**config.mk**
```make
export PLATFORM = sky130hd
export DESIGN_NAME = sdram_lfsr_tester
export DESIGN_NICKNAME = d
export VERILOG_FILES = /design/src/rtl/sdram_test_pkg.sv /design/src/rtl/simplelfsr.sv /design/src/rtl/sdram_lfsr_tester.sv
export SDC_FILE = /design/constraint.sdc
export NUM_CORES = 1
export LEC_CHECK = 0
export CAP_MARGIN = 30
export CORE_MARGIN = 2
export CORE_UTILIZATION = 57
export CTS_BUF_LIST = sky130_fd_sc_hd__clkbuf_4
export CTS_CLUSTER_DIAMETER = 120
export CTS_CLUSTER_SIZE = 30
export DETAILED_ROUTE_END_ITERATION = 6
export GPL_TIMING_DRIVEN = 1
export PLACE_DENSITY_LB_ADDON = 0.15
export SETUP_SLACK_MARGIN = 0.4
export SLEW_MARGIN = 5
export SYNTH_ARGS = -nofsm -noshare
export SYNTH_HDL_FRONTEND = slang
export SYNTH_SLANG_ARGS = --single-unit
export TNS_END_PERCENT = 1
```
**constraint.sdc**
```tcl
create_clock -name clk -period 5.2 [get_ports clk]
set_input_delay 1.04 -clock clk [delete_from_list [all_inputs] [get_ports clk]]
set_output_delay 1.04 -clock clk [all_outputs]
set_load 0.005 [all_outputs]
```
**src/rtl/sdram_test_pkg.sv**
```systemverilog
// Shared types and constants for the SDRAM LFSR pattern tester.
package sdram_test_pkg;

    localparam int LFSR_W = 22;
    localparam logic [LFSR_W-1:0] LFSR_SEED = 22'd4;

    typedef enum logic [2:0] {
        IDLE,
        SEEDW,
        WRITE,
        SEEDR,
        READ,
        DONE
    } state_t;

endpackage

```
**src/rtl/simplelfsr.sv**
```systemverilog
// 22-bit Fibonacci LFSR (x^22 + x^21 + 1) with synchronous reseed to LFSR_SEED.
module simplelfsr
    import sdram_test_pkg::*;
#(
    parameter int OUT_W = 16
) (
    input  logic             clk,
    input  logic             reset,
    input  logic             ena,
    output logic [OUT_W-1:0] q
);

    logic [LFSR_W-1:0] lfsr_q;
    logic [LFSR_W-1:0] lfsr_d;

    always_comb begin
        lfsr_d = lfsr_q;
        if (reset) begin
            lfsr_d = LFSR_SEED;
        end else if (ena) begin
            lfsr_d = {lfsr_q[LFSR_W-2:0], lfsr_q[LFSR_W-1] ^ lfsr_q[LFSR_W-2]};
        end
    end

    always_ff @(posedge clk) begin
        lfsr_q <= lfsr_d;
    end

    assign q = lfsr_q[OUT_W-1:0];

endmodule

```
**src/rtl/sdram_lfsr_tester.sv**
```systemverilog
// Writes an LFSR pattern over 0..last_addr, reseeds, reads it back and counts mismatches.
// Define SDRAM_TEST_ERRLOG_EN to add first-mismatch capture outputs.
module sdram_lfsr_tester
    import sdram_test_pkg::*;
#(
    parameter int ADDR_W = 22,
    parameter int DATA_W = 16,
    parameter int ERR_W  = 16
) (
    input  logic              clk,
    input  logic              reset,
    input  logic              start,
    input  logic [ADDR_W-1:0] last_addr,
    output logic              mem_req,
    output logic              mem_wr,
    output logic [ADDR_W-1:0] mem_addr,
    output logic [DATA_W-1:0] mem_wdata,
    input  logic              mem_ack,
    input  logic [DATA_W-1:0] mem_rdata,
    output logic              busy,
    output logic              done,
    output logic              pass,
`ifdef SDRAM_TEST_ERRLOG_EN
    output logic [ADDR_W-1:0] first_err_addr,
    output logic [DATA_W-1:0] first_err_exp,
    output logic [DATA_W-1:0] first_err_got,
`endif
    output logic [ERR_W-1:0]  err_count
);

    state_t            state_q, state_d;
    logic [ADDR_W-1:0] addr_q, addr_d;
    logic [ADDR_W-1:0] last_q, last_d;
    logic [ERR_W-1:0]  err_q, err_d;
    logic              pass_q, pass_d;
    logic              lfsr_rst;
    logic              lfsr_ena;
    logic [DATA_W-1:0] pattern;
`ifdef SDRAM_TEST_ERRLOG_EN
    logic [ADDR_W-1:0] fe_addr_q, fe_addr_d;
    logic [DATA_W-1:0] fe_exp_q, fe_exp_d;
    logic [DATA_W-1:0] fe_got_q, fe_got_d;
`endif

    simplelfsr #(.OUT_W(DATA_W)) u_lfsr (
        .clk   (clk),
        .reset (lfsr_rst),
        .ena   (lfsr_ena),
        .q     (pattern)
    );

    always_comb begin
        state_d  = state_q;
        addr_d   = addr_q;
        last_d   = last_q;
        err_d    = err_q;
        pass_d   = pass_q;
        lfsr_rst = 1'b0;
        lfsr_ena = 1'b0;
`ifdef SDRAM_TEST_ERRLOG_EN
        fe_addr_d = fe_addr_q;
        fe_exp_d  = fe_exp_q;
        fe_got_d  = fe_got_q;
`endif
        case (state_q)
            IDLE, DONE: begin
                if (start) begin
                    last_d  = last_addr;
                    err_d   = '0;
                    pass_d  = 1'b0;
                    state_d = SEEDW;
`ifdef SDRAM_TEST_ERRLOG_EN
                    fe_addr_d = '0;
                    fe_exp_d  = '0;
                    fe_got_d  = '0;
`endif
                end
            end
            SEEDW, SEEDR: begin
                lfsr_rst = 1'b1;
                addr_d   = '0;
                state_d  = (state_q == SEEDW) ? WRITE : READ;
            end
            WRITE: begin
                if (mem_ack) begin
                    lfsr_ena = 1'b1;
                    if (addr_q == last_q) begin
                        state_d = SEEDR;
                    end else begin
                        addr_d = addr_q + ADDR_W'(1);
                    end
                end
            end
            READ: begin
                if (mem_ack) begin
                    lfsr_ena = 1'b1;
                    if (mem_rdata != pattern) begin
                        if (err_q != '1) begin
                            err_d = err_q + ERR_W'(1);
                        end
`ifdef SDRAM_TEST_ERRLOG_EN
                        // A zero count means this is the first mismatch of the run.
                        if (err_q == '0) begin
                            fe_addr_d = addr_q;
                            fe_exp_d  = pattern;
                            fe_got_d  = mem_rdata;
                        end
`endif
                    end
                    // Terminal test precedes the increment so last_addr = all-ones never wraps.
                    if (addr_q == last_q) begin
                        state_d = DONE;
                        pass_d  = (err_d == '0);
                    end else begin
                        addr_d = addr_q + ADDR_W'(1);
                    end
                end
            end
            default: state_d = IDLE;
        endcase
    end

    always_ff @(posedge clk or posedge reset) begin
        if (reset) begin
            state_q <= IDLE;
            addr_q  <= '0;
            last_q  <= '0;
            err_q   <= '0;
            pass_q  <= 1'b0;
`ifdef SDRAM_TEST_ERRLOG_EN
            fe_addr_q <= '0;
            fe_exp_q  <= '0;
            fe_got_q  <= '0;
`endif
        end else begin
            state_q <= state_d;
            addr_q  <= addr_d;
            last_q  <= last_d;
            err_q   <= err_d;
            pass_q  <= pass_d;
`ifdef SDRAM_TEST_ERRLOG_EN
            fe_addr_q <= fe_addr_d;
            fe_exp_q  <= fe_exp_d;
            fe_got_q  <= fe_got_d;
`endif
        end
    end

    assign mem_req   = (state_q == WRITE) || (state_q == READ);
    assign mem_wr    = (state_q == WRITE);
    assign mem_addr  = mem_req ? addr_q : '0;
    assign mem_wdata = mem_wr ? pattern : '0;
    assign busy      = (state_q != IDLE) && (state_q != DONE);
    assign done      = (state_q == DONE);
    assign pass      = pass_q;
    assign err_count = err_q;
`ifdef SDRAM_TEST_ERRLOG_EN
    assign first_err_addr = fe_addr_q;
    assign first_err_exp  = fe_exp_q;
    assign first_err_got  = fe_got_q;
`endif

endmodule

```
### Yosys cells after proc, flatten, opt, wreduce, memory -nomap -nowiden

Index checks and enable logic that the tools add are counted.

* memory bits (read-only): 0
* output and inout port bits: 59
* latch bits: 0
* RAM bits: 0
* input bits: 42
* memories: 0
* flip-flop bits (word level): 86

* order comparisons: 0
* add/subtract/negate cells: 2
* eq/ne operators: 16
* shift operators: 0
* div/mod/pow operators: 0
* bitwise logic cells: 1
* multiply operators: 0
* muxes and demuxes: 26
* reduce and logical (&&, ||, !) cells: 15

Operators with widths (number)
* $mux W16: 7
* $mux W22: 3
* $pmux W22 S2: 1
* $pmux W16 S2: 1
* $add A22 B1 Y22 const B: 1
* $eq A22 B22 Y1: 1
* $mux W3: 6
* $add A16 B1 Y16 const B: 1
* $logic_not A16 Y1: 1
* $ne A16 B16 Y1: 1
* $ne A16 B16 Y1 const B: 1
* $pmux W3 S4: 1
* $ne A2 B2 Y1 const B: 4
* $eq A3 B2 Y1 const B: 2
* $eq A3 B3 Y1 const B: 2
* $mux W1: 6
* $ne A2 B1 Y1 const B: 3
* $reduce_and A3 Y1: 2
* $reduce_or A2 Y1: 3
* $reduce_and A5 Y1: 1
* $reduce_and A4 Y1: 1
* $reduce_bool A2 Y1: 2
* $eq A3 B1 Y1 const B: 1
* $logic_not A3 Y1: 1
* other kinds (7): 7

### Logic depth before layout (Yosys ltp)

* word-level depth: 9
* gate-level depth with buffers: 10
* mapped depth without buffers: 8

### Hierarchy

From an unflattened synthesis, not the netlist that was laid out.

* cells, all modules: 555
* area, all modules: 5039.8 um2

Modules (own cells, without submodules)
* sdram_lfsr_tester: times used 1, sequential area each 1601.5 um2, cells an instance 467, area an instance 4108.9 um2
* simplelfsr: times used 1, sequential area each 440.4 um2, cells an instance 88, area an instance 930.9 um2

### Worst setup path before layout

Ideal clock, no wire load.

* path type: input to register
* from: input mem_rdata[1]
* to: register pass_q, in the netlist pass
* slack: 2200 ps
* buffers on the path: 0
* data required time: 5096 ps
* stages on the path: 7
* arrival time: 2896 ps
* cell sequence: xor2_1 > nor4_1 > nand4_2 > and2_4 > a211o_1 > a2111o_1 > o41ai_2

* word-level cells in the longest chain between the ends: 8

RTL lines
* start, declared: RTL line sdram_lfsr_tester.sv:19 `input logic [DATA_W-1:0] mem_rdata,`
* $ne A16 B16 Y1: RTL line sdram_lfsr_tester.sv:97 `if (mem_rdata != pattern) begin`
* $mux W16: RTL line sdram_lfsr_tester.sv:97
* $mux W16: RTL line sdram_lfsr_tester.sv:95 `if (mem_ack) begin`
* $mux W16: RTL line sdram_lfsr_tester.sv:65 `case (state_q)`
* $logic_not A16 Y1: RTL line sdram_lfsr_tester.sv:113 `pass_d = (err_d == '0);`
* $mux W1: RTL line sdram_lfsr_tester.sv:111 `if (addr_q == last_q) begin`
* $mux W1: RTL line sdram_lfsr_tester.sv:95
* $pmux W1 S2: RTL line sdram_lfsr_tester.sv:65
* end signal, assigned: RTL line sdram_lfsr_tester.sv:140 `pass_q <= pass_d;`
* end, declared: RTL line sdram_lfsr_tester.sv:35 `logic pass_q, pass_d;`

Every way passes these cells. The select of a mux whose other input is x is not followed.
A chain may end at the register's enable or synchronous reset.

### Worst setup path in the final report

* from: register state_q[1]
* to: output mem_addr[20]

* word-level cells in the longest chain between the ends: 3
* elaborated cells between the ends (all ways): 4
* those cells by class: eq/ne (2); mux (1); reduce/logical (1)

RTL lines
* start, declared: RTL line sdram_lfsr_tester.sv:31 `state_t state_q, state_d;`
* start signal, assigned: RTL line sdram_lfsr_tester.sv:136 `state_q <= state_d;`
* $eq A3 B2 Y1 or $eq A3 B3 Y1 (tied branches): RTL line sdram_lfsr_tester.sv:149 `assign mem_req = (state_q == WRITE) || (state_q == READ);`
* $logic_or A1 B1 Y1 *: RTL line sdram_lfsr_tester.sv:149
* $mux W22 *: RTL line sdram_lfsr_tester.sv:151 `assign mem_addr = mem_req ? addr_q : '0;`
* end, declared: RTL line sdram_lfsr_tester.sv:16 `output logic [ADDR_W-1:0] mem_addr,`

Every way passes the cells marked *; elsewhere a longest branch is shown, timed or not.

==> summary.txt <==
Timing
  – RSZ-0062 raised after global routing: no
  – Fin crit share: 0.684
  – Final Hold Fails: 0
  – Slew Viols, Final: 0
  – Final TNS setup: 0 ns
  – Worst-case clock skew: 0.0145 ns
  – Fmax: 281 MHz
  – Normalized max-slew margin: 0.321
  – Slew of the pin with the lowest slew margin: 1.02 ns
  – Worst hold margin: 0.462 ns
  – Min cycle time layout: 3.56 ns
  – Final worst setup slack: 1.64 ns
  – Count of final setup violators: 0

Placed design
  – Post-Place Cells: 724
  – Pre-CTS setup slack: 1.35 ns
  – DP HPWL: 8.71 mm
  – Placed cell area: 5910 um^2
  – Final Wtd Congestion: 0.981
  – IO Port Bufs: 100

Global routing
  – GRT met1 Usage: 0.350
  – Vias in the first global route: 4,116
  – Largest net degree at the start of global routing: 65
  – GRT overflow: 0
  – Met3 usage: 0.0493
  – Met2 Usage GRT: 0.468
  – Initial antenna violation count: 0
  – GRT Util Overall: 0.272
  – Most crowded layer after global routing: met2
  – First-pass GRT wire length: 19.4 mm

Finish
  – Layout cells sized above 1: 0.0992
  – Number of diodes: 0
  – Area growth syn-to-layout: 24.9%
  – Fin nets: 674
  – Fin area: 6060 um^2
  – Cell Count, Final, Fillers Out: 740
  – FILL cells: 640

Logic synthesis
  – Post-Synthesis Cells: 544
  – Largest cells by area after synthesis: dfrtp_1, dfxtp_1, xor2_1
  – Cell Area, Synth: 4850 um^2
  – Post-synth top area share: 0.330
  – Avg Synthesized Cell Area: 8.92 um^2
  – Synth warnings: 0
  – Distinct cell type count after synthesis: 56
  – Dominant synthesized flop cell: dfrtp_1
  – Top-count cell post-synth: nand2_1
  – Synthesized flop and latch total: 86
  – Area leader, netlist: dfrtp_1
  – Synth async-reset ratio: 0.744
  – Synth top cells by count: nand2_1, dfrtp_1, a21oi_1
  – Syn_nets: 588
  – Register area share after synthesis: 0.421
  – Number of synthesized flops with an enable pin: 0

Flow run
  – Max cap viols: 0

Setup path
  – Type of the worst setup path: flip-flop to output pin
  – CP max stage delay: 0.51 ns
  – Critical Path Slowest Stage Cell: dfrtp_1
  – Delay-heaviest family, CP: buffers and inverters
  – Crit path DAT: 2.52 ns
  – Critical Path Sink Type: output pin
  – WP data required: 4.16 ns
  – Worst R2R Start: state_q[1]
  – CP Launch Type: flip-flop
  – CP cell instances: xnor2_1 -> nor2_1 -> buf_4 -> and2_1 -> clkdlybuf4s50_1
  – Crit path max fanout: 18
  – Sum of buffers and inverters on the critical path: 2
  – Setup crit start: state_q[1]

Floorplanning
  – IO Pins: 101
  – FP Rows: 33
  – Die X: 96.3 um
  – Initial Utilization: 0.591
  – DIE HEIGHT: 96.3 um
  – Die area: 9270 um^2
  – Core ar.: 8220 um^2

Clock network
  – Clk buf depth: 2
  – CTS tree: done
  – Postcts setup bufs: 0
  – CTS resizes: 0
  – Clk pin slew, worst setup/hold paths: 0.15 ns
  – Clock Latency Late Sink: 0.45 ns
  – CTS H-tree lvls: 3
  – Clock root buffer: clkbuf_4
  – CTS Hold Bufs: 0
  – CTS Buf Count: 9
  – CTS Sinks: 86

Route
  – Vias: 4,329
  – Pre-Repair DR Iteration Count: 7
  – DRT iter0 DRCs: 282
  – Vias per cell: 5.85
  – WL/cell: 16.6 um
  – Total wire length: 12.3 mm
  – Routed Antenna Nets: 0
  – Residual DRC: 0

Power and ir drop
  – Leak: 2.48 nW
  – PD cells: 353 nW/um^2
  – Maximum vdd drop: 0.233 mV

Hold path
  – Min-delay src: u_lfsr.lfsr_q[19]
  – Worst hold path class: flip-flop to flip-flop

Status
  – Status: finished clean
[registers in the layout, indices dropped and copies added, names as in the netlist]
register       cells
state_q            3
last_q            22
err_count         16
u_lfsr.lfsr_q     22
pass               1
addr_q            22
[worst reg2reg max path, cell delays in order (launching register included)]
cell      delay, ns
dfrtp_1        0.51
xnor2_1        0.27
nor2_1         0.35
buf_4          0.29
and2_1         0.17
o21ai_1        0.20
a211oi_2       0.92
a21oi_1        0.17
a31o_2         0.24
[through the flow]
stage	power, mW	util
floorplan	1.45	-
global placement	1.70	0.718
detailed placement	1.75	0.720
CTS	2.14	0.737
global route	2.26	0.737
finish	2.14	0.737
[per-layer routing]
metal / vias to the layer above / part of all wire
li1: 2091 / -
met1: 2067 / 0.43
met2: 153 / 0.50
met3: 18 / 0.058
met4: 0 / 0.014
met5: - / 0
[cell families after synthesis]
group / after synthesis / synth area share
fa+ha+maj: 2 / 0.00516
flops: 86 / 0.421
simple gates: 215 / 0.230
mux: 24 / 0.0552
xor+xnor: 54 / 0.0975
buf+inv: 44 / 0.0361
compound gates: 119 / 0.155
[final timing paths]
| path | end | slack, ns | cells after the start |
|---|---|---|---|
| worst max-delay path | mem_addr[20] | 1.64 | 5 |
| worst min-delay path | u_lfsr.lfsr_q[20] | 0.46 | 2 |
| worst max register to register | addr_q[4] | 1.99 | 8 |
| worst min register to register | u_lfsr.lfsr_q[20] | 0.46 | 2 |
| max in group asynchronous | state_q[1] | 3.52 | 3 |
| min in group asynchronous | last_q[2] | 1.16 | 3 |
[cell type report]
class,count,area [um^2],share of cell area
clock buffers,9,67.6,0.0112
clock inverters,7,77.6,0.0128
inverters,12,45.0,0.00743
multi-input cells,414,2640,0.436
flip-flops and latches,86,2040,0.337
well taps,105,131,0.0217
repair buffers,107,1050,0.174
[where the power goes]
part | internal [mW] | switching, mW | total [mW]
clock | 0.153 | 0.247 | 0.399
combinational | 0.350 | 0.441 | 0.791
sequential | 0.800 | 0.146 | 0.946
[placed cells by master (no fill, tap or decap), drive strengths merged, types with 9 or more instances in the layout]
cell / synthesis / layout
nand2: 69 / 69
nor4: 10 / 10
nor3: 9 / 9
inv: 12 / 16
or3: 9 / 9
and2: 39 / 39
xnor2: 11 / 11
o21ai: 28 / 28
a21oi: 48 / 48
xor2: 43 / 43
clkbuf: 26 / 9
nand4: 11 / 11
dfxtp: 22 / 22
dfrtp: 64 / 64
mux2: 22 / 22
nor2: 34 / 34
nand3: 15 / 15
clkdlybuf4s50: 0 / 100
Note: power is estimated with default switching activity, not from simulation.
